<file path="config.mk">
export PLATFORM = sky130hd
export DESIGN_NAME = ex_stage_flat
export DESIGN_NICKNAME = d
export VERILOG_FILES = /design/src/rtl/ex_stage_if.sv /design/src/rtl/ex_stage.sv /design/src/flat_wrapper.sv
export SDC_FILE = /design/constraint.sdc
export NUM_CORES = 1
export LEC_CHECK = 0
export CAP_MARGIN = 5
export CORE_MARGIN = 2
export CORE_UTILIZATION = 40
export DETAILED_ROUTE_END_ITERATION = 8
export PLACE_DENSITY = 0.68
export SKIP_CTS_REPAIR_TIMING = 1
export SLEW_MARGIN = 5
export SYNTH_ARGS = -nofsm -noshare
export SYNTH_HDL_FRONTEND = slang
export SYNTH_SLANG_ARGS = --single-unit
export TNS_END_PERCENT = 100
</file>
<file path="constraint.sdc">
create_clock -name clk -period 12.49 [get_ports clk]
set_input_delay 1.8735 -clock clk [delete_from_list [all_inputs] [get_ports clk]]
set_output_delay 1.8735 -clock clk [all_outputs]
set_load 0.01 [all_outputs]
</file>
<file path="src/rtl/ex_stage_if.sv">
// ex_stage_if: ID/EX operand bundle, forwarding sources, flush, EX/MEM output
// register handshake and the redirect toward fetch.
//   master: the upstream/downstream environment (drives id_*, *_fwd_*, flush, mem_ready)
//   slave : ex_stage (drives ex_ready, mem_*, redirect_*)
interface ex_stage_if;
    logic        id_valid;
    logic        ex_ready;
    logic [31:0] id_pc;
    logic [4:0]  id_rs1_addr;
    logic [4:0]  id_rs2_addr;
    logic [31:0] id_rs1_data;
    logic [31:0] id_rs2_data;
    logic [31:0] id_imm;
    logic [3:0]  id_alu_op;
    logic        id_src_a_pc;
    logic        id_src_b_imm;
    logic [4:0]  id_rd_addr;
    logic        id_rd_we;
    logic        id_is_branch;
    logic        id_is_jal;
    logic        id_is_jalr;
    logic [2:0]  id_funct3;
    logic        mem_fwd_we;
    logic [4:0]  mem_fwd_rd;
    logic [31:0] mem_fwd_data;
    logic        wb_fwd_we;
    logic [4:0]  wb_fwd_rd;
    logic [31:0] wb_fwd_data;
    logic        flush;
    logic        mem_valid;
    logic        mem_ready;
    logic [31:0] mem_result;
    logic [31:0] mem_rs2_data;
    logic [4:0]  mem_rd_addr;
    logic        mem_rd_we;
    logic [31:0] mem_pc;
    logic        redirect_valid;
    logic [31:0] redirect_pc;

    modport master (
        output id_valid, id_pc, id_rs1_addr, id_rs2_addr, id_rs1_data, id_rs2_data,
               id_imm, id_alu_op, id_src_a_pc, id_src_b_imm, id_rd_addr, id_rd_we,
               id_is_branch, id_is_jal, id_is_jalr, id_funct3,
               mem_fwd_we, mem_fwd_rd, mem_fwd_data, wb_fwd_we, wb_fwd_rd, wb_fwd_data,
               flush, mem_ready,
        input  ex_ready, mem_valid, mem_result, mem_rs2_data, mem_rd_addr, mem_rd_we,
               mem_pc, redirect_valid, redirect_pc
    );

    modport slave (
        input  id_valid, id_pc, id_rs1_addr, id_rs2_addr, id_rs1_data, id_rs2_data,
               id_imm, id_alu_op, id_src_a_pc, id_src_b_imm, id_rd_addr, id_rd_we,
               id_is_branch, id_is_jal, id_is_jalr, id_funct3,
               mem_fwd_we, mem_fwd_rd, mem_fwd_data, wb_fwd_we, wb_fwd_rd, wb_fwd_data,
               flush, mem_ready,
        output ex_ready, mem_valid, mem_result, mem_rs2_data, mem_rd_addr, mem_rd_we,
               mem_pc, redirect_valid, redirect_pc
    );
endinterface

</file>
<file path="src/rtl/ex_stage.sv">
// alu_int: RV32I integer ALU.
//   op     in  4   ADD 0000, SUB 1000, SLL 0001, SLT 0010, SLTU 0011, XOR 0100,
//                  SRL 0101, SRA 1101, OR 0110, AND 0111 (other codes give 0)
//   a, b   in  32  operands
//   result out 32
//
// ex_stage: RV32I execute stage. Forwards operands from MEM/WB, runs alu_int,
// resolves branches/jumps and registers the result into the EX/MEM output
// register behind a valid/ready handshake. A taken transfer produces a
// registered one-cycle redirect pulse.
//   clk  in  clock, rising edge
//   rst  in  asynchronous active-high reset
//   bus  slave modport of ex_stage_if (ID/EX inputs, forwarding, flush,
//        EX/MEM output register, redirect)
module alu_int (
    input  logic [3:0]  op,
    input  logic [31:0] a,
    input  logic [31:0] b,
    output logic [31:0] result
);
    always_comb begin
        result = '0;
        case (op)
            4'b0000: result = a + b;
            4'b1000: result = a - b;
            4'b0001: result = a << b[4:0];
            4'b0010: result = {31'b0, $signed(a) < $signed(b)};
            4'b0011: result = {31'b0, a < b};
            4'b0100: result = a ^ b;
            4'b0101: result = a >> b[4:0];
            4'b1101: result = $signed(a) >>> b[4:0];
            4'b0110: result = a | b;
            4'b0111: result = a & b;
            default: result = '0;
        endcase
    end
endmodule

module ex_stage #(
    parameter logic [31:0] RESET_PC = 32'h0000_0000
) (
    input logic       clk,
    input logic       rst,
    ex_stage_if.slave bus
);
    logic [31:0] rs1_fwd, rs2_fwd, op_a, op_b, alu_res, target;
    logic        br_cond, taken, accept, load;

    logic        mem_valid_q, mem_valid_d;
    logic [31:0] mem_result_q, mem_result_d;
    logic [31:0] mem_rs2_data_q, mem_rs2_data_d;
    logic [4:0]  mem_rd_addr_q, mem_rd_addr_d;
    logic        mem_rd_we_q, mem_rd_we_d;
    logic [31:0] mem_pc_q, mem_pc_d;
    logic        redirect_valid_q, redirect_valid_d;
    logic [31:0] redirect_pc_q, redirect_pc_d;

    // MEM wins over WB; x0 is never forwarded.
    function automatic logic [31:0] fwd_sel(
        input logic [4:0]  idx,
        input logic [31:0] rf_data,
        input logic        m_we,
        input logic [4:0]  m_rd,
        input logic [31:0] m_data,
        input logic        w_we,
        input logic [4:0]  w_rd,
        input logic [31:0] w_data
    );
        if (idx != 5'd0 && m_we && m_rd == idx) begin
            return m_data;
        end else if (idx != 5'd0 && w_we && w_rd == idx) begin
            return w_data;
        end
        return rf_data;
    endfunction

    assign rs1_fwd = fwd_sel(bus.id_rs1_addr, bus.id_rs1_data, bus.mem_fwd_we, bus.mem_fwd_rd,
                             bus.mem_fwd_data, bus.wb_fwd_we, bus.wb_fwd_rd, bus.wb_fwd_data);
    assign rs2_fwd = fwd_sel(bus.id_rs2_addr, bus.id_rs2_data, bus.mem_fwd_we, bus.mem_fwd_rd,
                             bus.mem_fwd_data, bus.wb_fwd_we, bus.wb_fwd_rd, bus.wb_fwd_data);

    assign op_a = bus.id_src_a_pc  ? bus.id_pc  : rs1_fwd;
    assign op_b = bus.id_src_b_imm ? bus.id_imm : rs2_fwd;

    alu_int u_alu (
        .op     (bus.id_alu_op),
        .a      (op_a),
        .b      (op_b),
        .result (alu_res)
    );

    // Branch comparator is separate from the ALU so id_alu_op is irrelevant here.
    always_comb begin
        br_cond = 1'b0;
        case (bus.id_funct3)
            3'b000:  br_cond = rs1_fwd == rs2_fwd;
            3'b001:  br_cond = rs1_fwd != rs2_fwd;
            3'b100:  br_cond = $signed(rs1_fwd) <  $signed(rs2_fwd);
            3'b101:  br_cond = $signed(rs1_fwd) >= $signed(rs2_fwd);
            3'b110:  br_cond = rs1_fwd <  rs2_fwd;
            3'b111:  br_cond = rs1_fwd >= rs2_fwd;
            default: br_cond = 1'b0;
        endcase
    end

    assign taken  = (bus.id_is_branch && br_cond) || bus.id_is_jal || bus.id_is_jalr;
    assign target = bus.id_is_jalr ? ((rs1_fwd + bus.id_imm) & ~32'h1)
                                   : (bus.id_pc + bus.id_imm);

    assign bus.ex_ready = !mem_valid_q || bus.mem_ready;
    assign accept       = bus.id_valid && bus.ex_ready;
    // While a redirect is pending the presented instruction is wrong-path:
    // it is consumed but never loaded.
    assign load         = accept && !redirect_valid_q && !bus.flush;

    always_comb begin
        mem_valid_d      = mem_valid_q;
        mem_result_d     = mem_result_q;
        mem_rs2_data_d   = mem_rs2_data_q;
        mem_rd_addr_d    = mem_rd_addr_q;
        mem_rd_we_d      = mem_rd_we_q;
        mem_pc_d         = mem_pc_q;
        redirect_valid_d = 1'b0;
        redirect_pc_d    = redirect_pc_q;
        if (bus.flush) begin
            mem_valid_d = 1'b0;
        end else if (load) begin
            mem_valid_d    = 1'b1;
            mem_result_d   = (bus.id_is_jal || bus.id_is_jalr) ? bus.id_pc + 32'd4 : alu_res;
            mem_rs2_data_d = rs2_fwd;
            mem_rd_addr_d  = bus.id_rd_addr;
            mem_rd_we_d    = bus.id_rd_we && !bus.id_is_branch;
            mem_pc_d       = bus.id_pc;
            if (taken) begin
                redirect_valid_d = 1'b1;
                redirect_pc_d    = target;
            end
        end else if (bus.mem_ready) begin
            mem_valid_d = 1'b0;
        end
    end

    always_ff @(posedge clk or posedge rst) begin
        if (rst) begin
            mem_valid_q      <= 1'b0;
            mem_result_q     <= '0;
            mem_rs2_data_q   <= '0;
            mem_rd_addr_q    <= '0;
            mem_rd_we_q      <= 1'b0;
            mem_pc_q         <= RESET_PC;
            redirect_valid_q <= 1'b0;
            redirect_pc_q    <= RESET_PC;
        end else begin
            mem_valid_q      <= mem_valid_d;
            mem_result_q     <= mem_result_d;
            mem_rs2_data_q   <= mem_rs2_data_d;
            mem_rd_addr_q    <= mem_rd_addr_d;
            mem_rd_we_q      <= mem_rd_we_d;
            mem_pc_q         <= mem_pc_d;
            redirect_valid_q <= redirect_valid_d;
            redirect_pc_q    <= redirect_pc_d;
        end
    end

    assign bus.mem_valid      = mem_valid_q;
    assign bus.mem_result     = mem_result_q;
    assign bus.mem_rs2_data   = mem_rs2_data_q;
    assign bus.mem_rd_addr    = mem_rd_addr_q;
    assign bus.mem_rd_we      = mem_rd_we_q;
    assign bus.mem_pc         = mem_pc_q;
    assign bus.redirect_valid = redirect_valid_q;
    assign bus.redirect_pc    = redirect_pc_q;
endmodule

</file>
<file path="src/flat_wrapper.sv">
// flat-port wrapper written by rule: the top's interface ports become plain ports
module ex_stage_flat 
#(
    parameter logic [31:0] RESET_PC = 32'h0000_0000
)
  (clk, rst, bus_id_valid, bus_id_pc, bus_id_rs1_addr, bus_id_rs2_addr, bus_id_rs1_data, bus_id_rs2_data, bus_id_imm, bus_id_alu_op, bus_id_src_a_pc, bus_id_src_b_imm, bus_id_rd_addr, bus_id_rd_we, bus_id_is_branch, bus_id_is_jal, bus_id_is_jalr, bus_id_funct3, bus_mem_fwd_we, bus_mem_fwd_rd, bus_mem_fwd_data, bus_wb_fwd_we, bus_wb_fwd_rd, bus_wb_fwd_data, bus_flush, bus_mem_ready, bus_ex_ready, bus_mem_valid, bus_mem_result, bus_mem_rs2_data, bus_mem_rd_addr, bus_mem_rd_we, bus_mem_pc, bus_redirect_valid, bus_redirect_pc);
  ex_stage_if bus_i ();
  input logic clk;
  input logic rst;
  input wire logic [$bits(bus_i.id_valid)-1:0] bus_id_valid;
  input wire logic [$bits(bus_i.id_pc)-1:0] bus_id_pc;
  input wire logic [$bits(bus_i.id_rs1_addr)-1:0] bus_id_rs1_addr;
  input wire logic [$bits(bus_i.id_rs2_addr)-1:0] bus_id_rs2_addr;
  input wire logic [$bits(bus_i.id_rs1_data)-1:0] bus_id_rs1_data;
  input wire logic [$bits(bus_i.id_rs2_data)-1:0] bus_id_rs2_data;
  input wire logic [$bits(bus_i.id_imm)-1:0] bus_id_imm;
  input wire logic [$bits(bus_i.id_alu_op)-1:0] bus_id_alu_op;
  input wire logic [$bits(bus_i.id_src_a_pc)-1:0] bus_id_src_a_pc;
  input wire logic [$bits(bus_i.id_src_b_imm)-1:0] bus_id_src_b_imm;
  input wire logic [$bits(bus_i.id_rd_addr)-1:0] bus_id_rd_addr;
  input wire logic [$bits(bus_i.id_rd_we)-1:0] bus_id_rd_we;
  input wire logic [$bits(bus_i.id_is_branch)-1:0] bus_id_is_branch;
  input wire logic [$bits(bus_i.id_is_jal)-1:0] bus_id_is_jal;
  input wire logic [$bits(bus_i.id_is_jalr)-1:0] bus_id_is_jalr;
  input wire logic [$bits(bus_i.id_funct3)-1:0] bus_id_funct3;
  input wire logic [$bits(bus_i.mem_fwd_we)-1:0] bus_mem_fwd_we;
  input wire logic [$bits(bus_i.mem_fwd_rd)-1:0] bus_mem_fwd_rd;
  input wire logic [$bits(bus_i.mem_fwd_data)-1:0] bus_mem_fwd_data;
  input wire logic [$bits(bus_i.wb_fwd_we)-1:0] bus_wb_fwd_we;
  input wire logic [$bits(bus_i.wb_fwd_rd)-1:0] bus_wb_fwd_rd;
  input wire logic [$bits(bus_i.wb_fwd_data)-1:0] bus_wb_fwd_data;
  input wire logic [$bits(bus_i.flush)-1:0] bus_flush;
  input wire logic [$bits(bus_i.mem_ready)-1:0] bus_mem_ready;
  output wire logic [$bits(bus_i.ex_ready)-1:0] bus_ex_ready;
  output wire logic [$bits(bus_i.mem_valid)-1:0] bus_mem_valid;
  output wire logic [$bits(bus_i.mem_result)-1:0] bus_mem_result;
  output wire logic [$bits(bus_i.mem_rs2_data)-1:0] bus_mem_rs2_data;
  output wire logic [$bits(bus_i.mem_rd_addr)-1:0] bus_mem_rd_addr;
  output wire logic [$bits(bus_i.mem_rd_we)-1:0] bus_mem_rd_we;
  output wire logic [$bits(bus_i.mem_pc)-1:0] bus_mem_pc;
  output wire logic [$bits(bus_i.redirect_valid)-1:0] bus_redirect_valid;
  output wire logic [$bits(bus_i.redirect_pc)-1:0] bus_redirect_pc;
  assign bus_i.id_valid = bus_id_valid;
  assign bus_i.id_pc = bus_id_pc;
  assign bus_i.id_rs1_addr = bus_id_rs1_addr;
  assign bus_i.id_rs2_addr = bus_id_rs2_addr;
  assign bus_i.id_rs1_data = bus_id_rs1_data;
  assign bus_i.id_rs2_data = bus_id_rs2_data;
  assign bus_i.id_imm = bus_id_imm;
  assign bus_i.id_alu_op = bus_id_alu_op;
  assign bus_i.id_src_a_pc = bus_id_src_a_pc;
  assign bus_i.id_src_b_imm = bus_id_src_b_imm;
  assign bus_i.id_rd_addr = bus_id_rd_addr;
  assign bus_i.id_rd_we = bus_id_rd_we;
  assign bus_i.id_is_branch = bus_id_is_branch;
  assign bus_i.id_is_jal = bus_id_is_jal;
  assign bus_i.id_is_jalr = bus_id_is_jalr;
  assign bus_i.id_funct3 = bus_id_funct3;
  assign bus_i.mem_fwd_we = bus_mem_fwd_we;
  assign bus_i.mem_fwd_rd = bus_mem_fwd_rd;
  assign bus_i.mem_fwd_data = bus_mem_fwd_data;
  assign bus_i.wb_fwd_we = bus_wb_fwd_we;
  assign bus_i.wb_fwd_rd = bus_wb_fwd_rd;
  assign bus_i.wb_fwd_data = bus_wb_fwd_data;
  assign bus_i.flush = bus_flush;
  assign bus_i.mem_ready = bus_mem_ready;
  assign bus_ex_ready = bus_i.ex_ready;
  assign bus_mem_valid = bus_i.mem_valid;
  assign bus_mem_result = bus_i.mem_result;
  assign bus_mem_rs2_data = bus_i.mem_rs2_data;
  assign bus_mem_rd_addr = bus_i.mem_rd_addr;
  assign bus_mem_rd_we = bus_i.mem_rd_we;
  assign bus_mem_pc = bus_i.mem_pc;
  assign bus_redirect_valid = bus_i.redirect_valid;
  assign bus_redirect_pc = bus_i.redirect_pc;
  ex_stage #(.RESET_PC(RESET_PC)) u_core (.clk(clk), .rst(rst), .bus(bus_i));
endmodule
</file>
==> results.yml <==
outcome:
  status: "completed"
synthesis:
  synth_nets: 3332
  async_reset_ff_share_pct: 100
  synth_seq_cells: 136
  synth_area_per_cell_um2: 7.30
  synth-seq-area-share_pct: 16.1
  synth_edf_count: 0
  ys.flop_type: "dfrtp_1"
  yosysTopAreaCell: "dfrtp_1"
  synth_top_area_share_pct: 16.1
  netlist_area_um2: 21200
  yosys.cell_types.count: 92
  ys_warn_count: 0
  syn_inst: 2900
  synth_area_leaders: "dfrtp_1 16%, ha_1 11%, mux2i_1 9.7%, nand2_1 6.3%, o21ai_0 5.7%"
setup_path:
  crit_path_max_fanout: 25
  worstSetupPathType: "primary input to flop"
  cp-end-kind: "flop"
  cp.required_ps: 12870
  cp-start-kind: "primary input"
  cp_data_arrival_time_ps: 9070
clocking:
  cts.sinks: 136
  clk_pin_slew_ps: 60
  clockBufferDepth: 2
  cts_max_level: 4
  clk_latency_ps: 510
  cts_buffers: 17
  cts_tree: "yes"
  cts_root_buf: "clkbuf_16"
finish:
  multiInputGateArea_um2: 16400
  drive_gt1_share_pct: 5.46
  area_growth_pct: 22.9
  layout.nets: 3590
  fillers: 5201
  seqCellArea_um2: 3400
detailed_routing:
  drc: 0
  dr.pass1.iters: 8
  drt_iter0_drc: 3345
  post_drt_wl_per_cell_um: 30.8
  vias: 25500
  vias_per_cell: 6.60
  postRouteAntennaNets: 0
  wirelength_um: 119000
die:
  rows: 84
  ios: 374
  core_um2: 52400
  die-height_um: 234
  die_area_um2: 54800
  die_w_um: 234
  start_util_pct: 40.4
timing:
  finalSetupViolations: 0
  timing_hold_violations_final: 0
  report.final.slew_viol_count: 0
  fin_crit_sh_pct: 69.5
  worst_pin_slew_ps: 1280
  tns_ps: 0
  max_slew_margin_pct: 12.2
  max_freq_mhz: 115
  rsz0062_at_grt: "no"
  worst_clock_skew_ps: 10.2
  fin_crit_ps: 8680
  setup_ws_ps: 3810
grt:
  grt.overflow.total: 0
  grt_pass1_wl_um: 169000
  grt_pass1_vias: 24300
  grt_start_max_net_pins: 119
  antenna_found_initial: 6
  grt_usage_pct: 42.8
place:
  hpwlAfterDp_um: 94600
  dp_slack_ps: 3560
  gp_congestion: 1.04
  port_buffers: 373
worst_hold_path:
  hp-class: "flop to flop"
run:
  maxCapViolCount: 0
power_and_ir_drop:
  pwr-share-comb_pct: 57.2
  p_per_area_nw_per_um2: 106
  p_leak_nw: 11.1
  pwr-share-seq_pct: 21.7
  peakVddDrop_uv: 118
  internal-power_mw: 1.46
  sw_frac_of_total_pct: 46.9
  p_sw_mw: 1.29
  p_clk_share_pct: 21.0
cell usage in the layout (no fill, tap or decap), drive strengths merged, types with 37 or more instances in the layout:
| master | synthesis | final |
|---|---|---|
| clkdlybuf4s50 | 0 | 369 |
| nand2 | 356 | 356 |
| nor2 | 247 | 247 |
| o21ai | 247 | 247 |
| a21oi | 228 | 228 |
| mux2i | 207 | 207 |
| ha | 191 | 191 |
| inv | 163 | 172 |
| dfrtp | 136 | 136 |
| xnor2 | 92 | 92 |
| nor3 | 60 | 60 |
| buf | 43 | 52 |
| nand3 | 48 | 48 |
| a31oi | 48 | 48 |
| a221oi | 44 | 44 |
| nand4 | 41 | 41 |
| o22ai | 38 | 38 |
| a211oi | 38 | 38 |
| a21o | 37 | 37 |
critical path, cell delays in order:
cell and delay, ps:
clkdlybuf4s50_1 490, or4_4 580, o211ai_2 440, or2_1 190, buf_4 390, a21oi_2 140, buf_4 300, a221oi_2 480
ha_1 440, and3_1 240, a221oi_1 730, o21ai_0 330, o31a_1 410, a2111o_1 480, a311oi_1 660, o21ai_0 200
xnor2_1 170, o22ai_1 110, o32a_1 320
per-layer routing:
| layer | GRT usage (%) | wire length (um) |
|---|---|---|
| met1 | 56.4 | 48300 |
| met2 | 63.0 | 49500 |
| met3 | 10.4 | 13200 |
| met4 | 25.9 | 7910 |
| met5 | 0 | 0 |
cell usage after synthesis (all sizes together) (41+ instances only):
cell type,n
nand4,41
ha,191
nor2,247
buf,43
xnor2,92
nor3,60
clkbuf,139
nand2,356
dfrtp,136
inv,163
o21ai,247
a31oi,48
nand3,48
mux2i,207
a221oi,44
a21oi,228
final cells by class:
class / count / area share, %
flip-flops and latches: 136 / 13.1
diodes: 5 / 0.0481
multi-input cells: 2416 / 63.1
clock buffers: 18 / 1.69
inverters: 166 / 2.41
well taps: 688 / 3.31
repair buffers: 421 / 15.7
clock inverters: 14 / 0.687
metrics by stage:
stage	utilization (%)	cell area [um2]	total power [mW]	hold slack, ps	std cells
after floorplan	-	21200	1.44	507	2900
after global placement	48.4	25400	2.11	460	3827
after detailed placement	48.4	25400	2.12	463	3827
after CTS	49.6	26000	2.71	479	3859
after global routing	49.6	26000	2.87	504	3864
final	49.6	26000	2.75	476	3864
kinds of logic (layout without fill, tap and decap cells):
| group | after synthesis | in the layout | share of synthesized area, % |
|---|---|---|---|
| AOI/OAI and AO/OA | 937 | 937 | 29.1 |
| and+or+nand+nor | 926 | 926 | 19.9 |
| buffers and inverters | 348 | 619 | 6.62 |
| muxes | 236 | 236 | 11.6 |
| adders and majority gates | 195 | 195 | 11.7 |
| DFF | 136 | 136 | 16.1 |
| xor gates and xnor gates | 122 | 122 | 5.04 |
| other | 0 | 5 | 0 |
state kept, by name (all words and copies together), names as in the netlist:
signal,cells
u_core.bus.mem_pc,32
u_core.bus.mem_rd_addr,5
u_core.bus.mem_rd_we,1
u_core.bus.mem_result,32
u_core.bus.mem_rs2_data,32
u_core.bus.mem_valid,1
u_core.bus.redirect_pc,32
u_core.bus.redirect_valid,1
power by group through the flow:
stage	Clock (mW)	Sequential (mW)	Combinational [mW]
floorplan	0	0.629	0.813
global placement	0	0.602	1.51
detailed placement	0	0.604	1.52
CTS	0.583	0.597	1.53
global route	0.598	0.606	1.67
finish	0.579	0.599	1.58
final timing paths:
kind	startpoint	endpoint	slack, ps	cells past startpoint
hold / removal	u_core.bus.mem_rd_addr[2]	u_core.bus.mem_rd_addr[2]	480	2
max in group asynchronous	rst	u_core.bus.mem_rs2_data[29]	8930	4
setup / recovery	bus_id_rs1_addr[1]	u_core.bus.mem_result[30]	3810	19
hold reg to reg	u_core.bus.mem_rd_addr[2]	u_core.bus.mem_rd_addr[2]	480	2
setup reg to reg	u_core.bus.mem_valid	u_core.bus.mem_result[0]	8550	8
min in group asynchronous	rst	u_core.bus.mem_valid	1760	2
(Power assumes the default switching activity.)
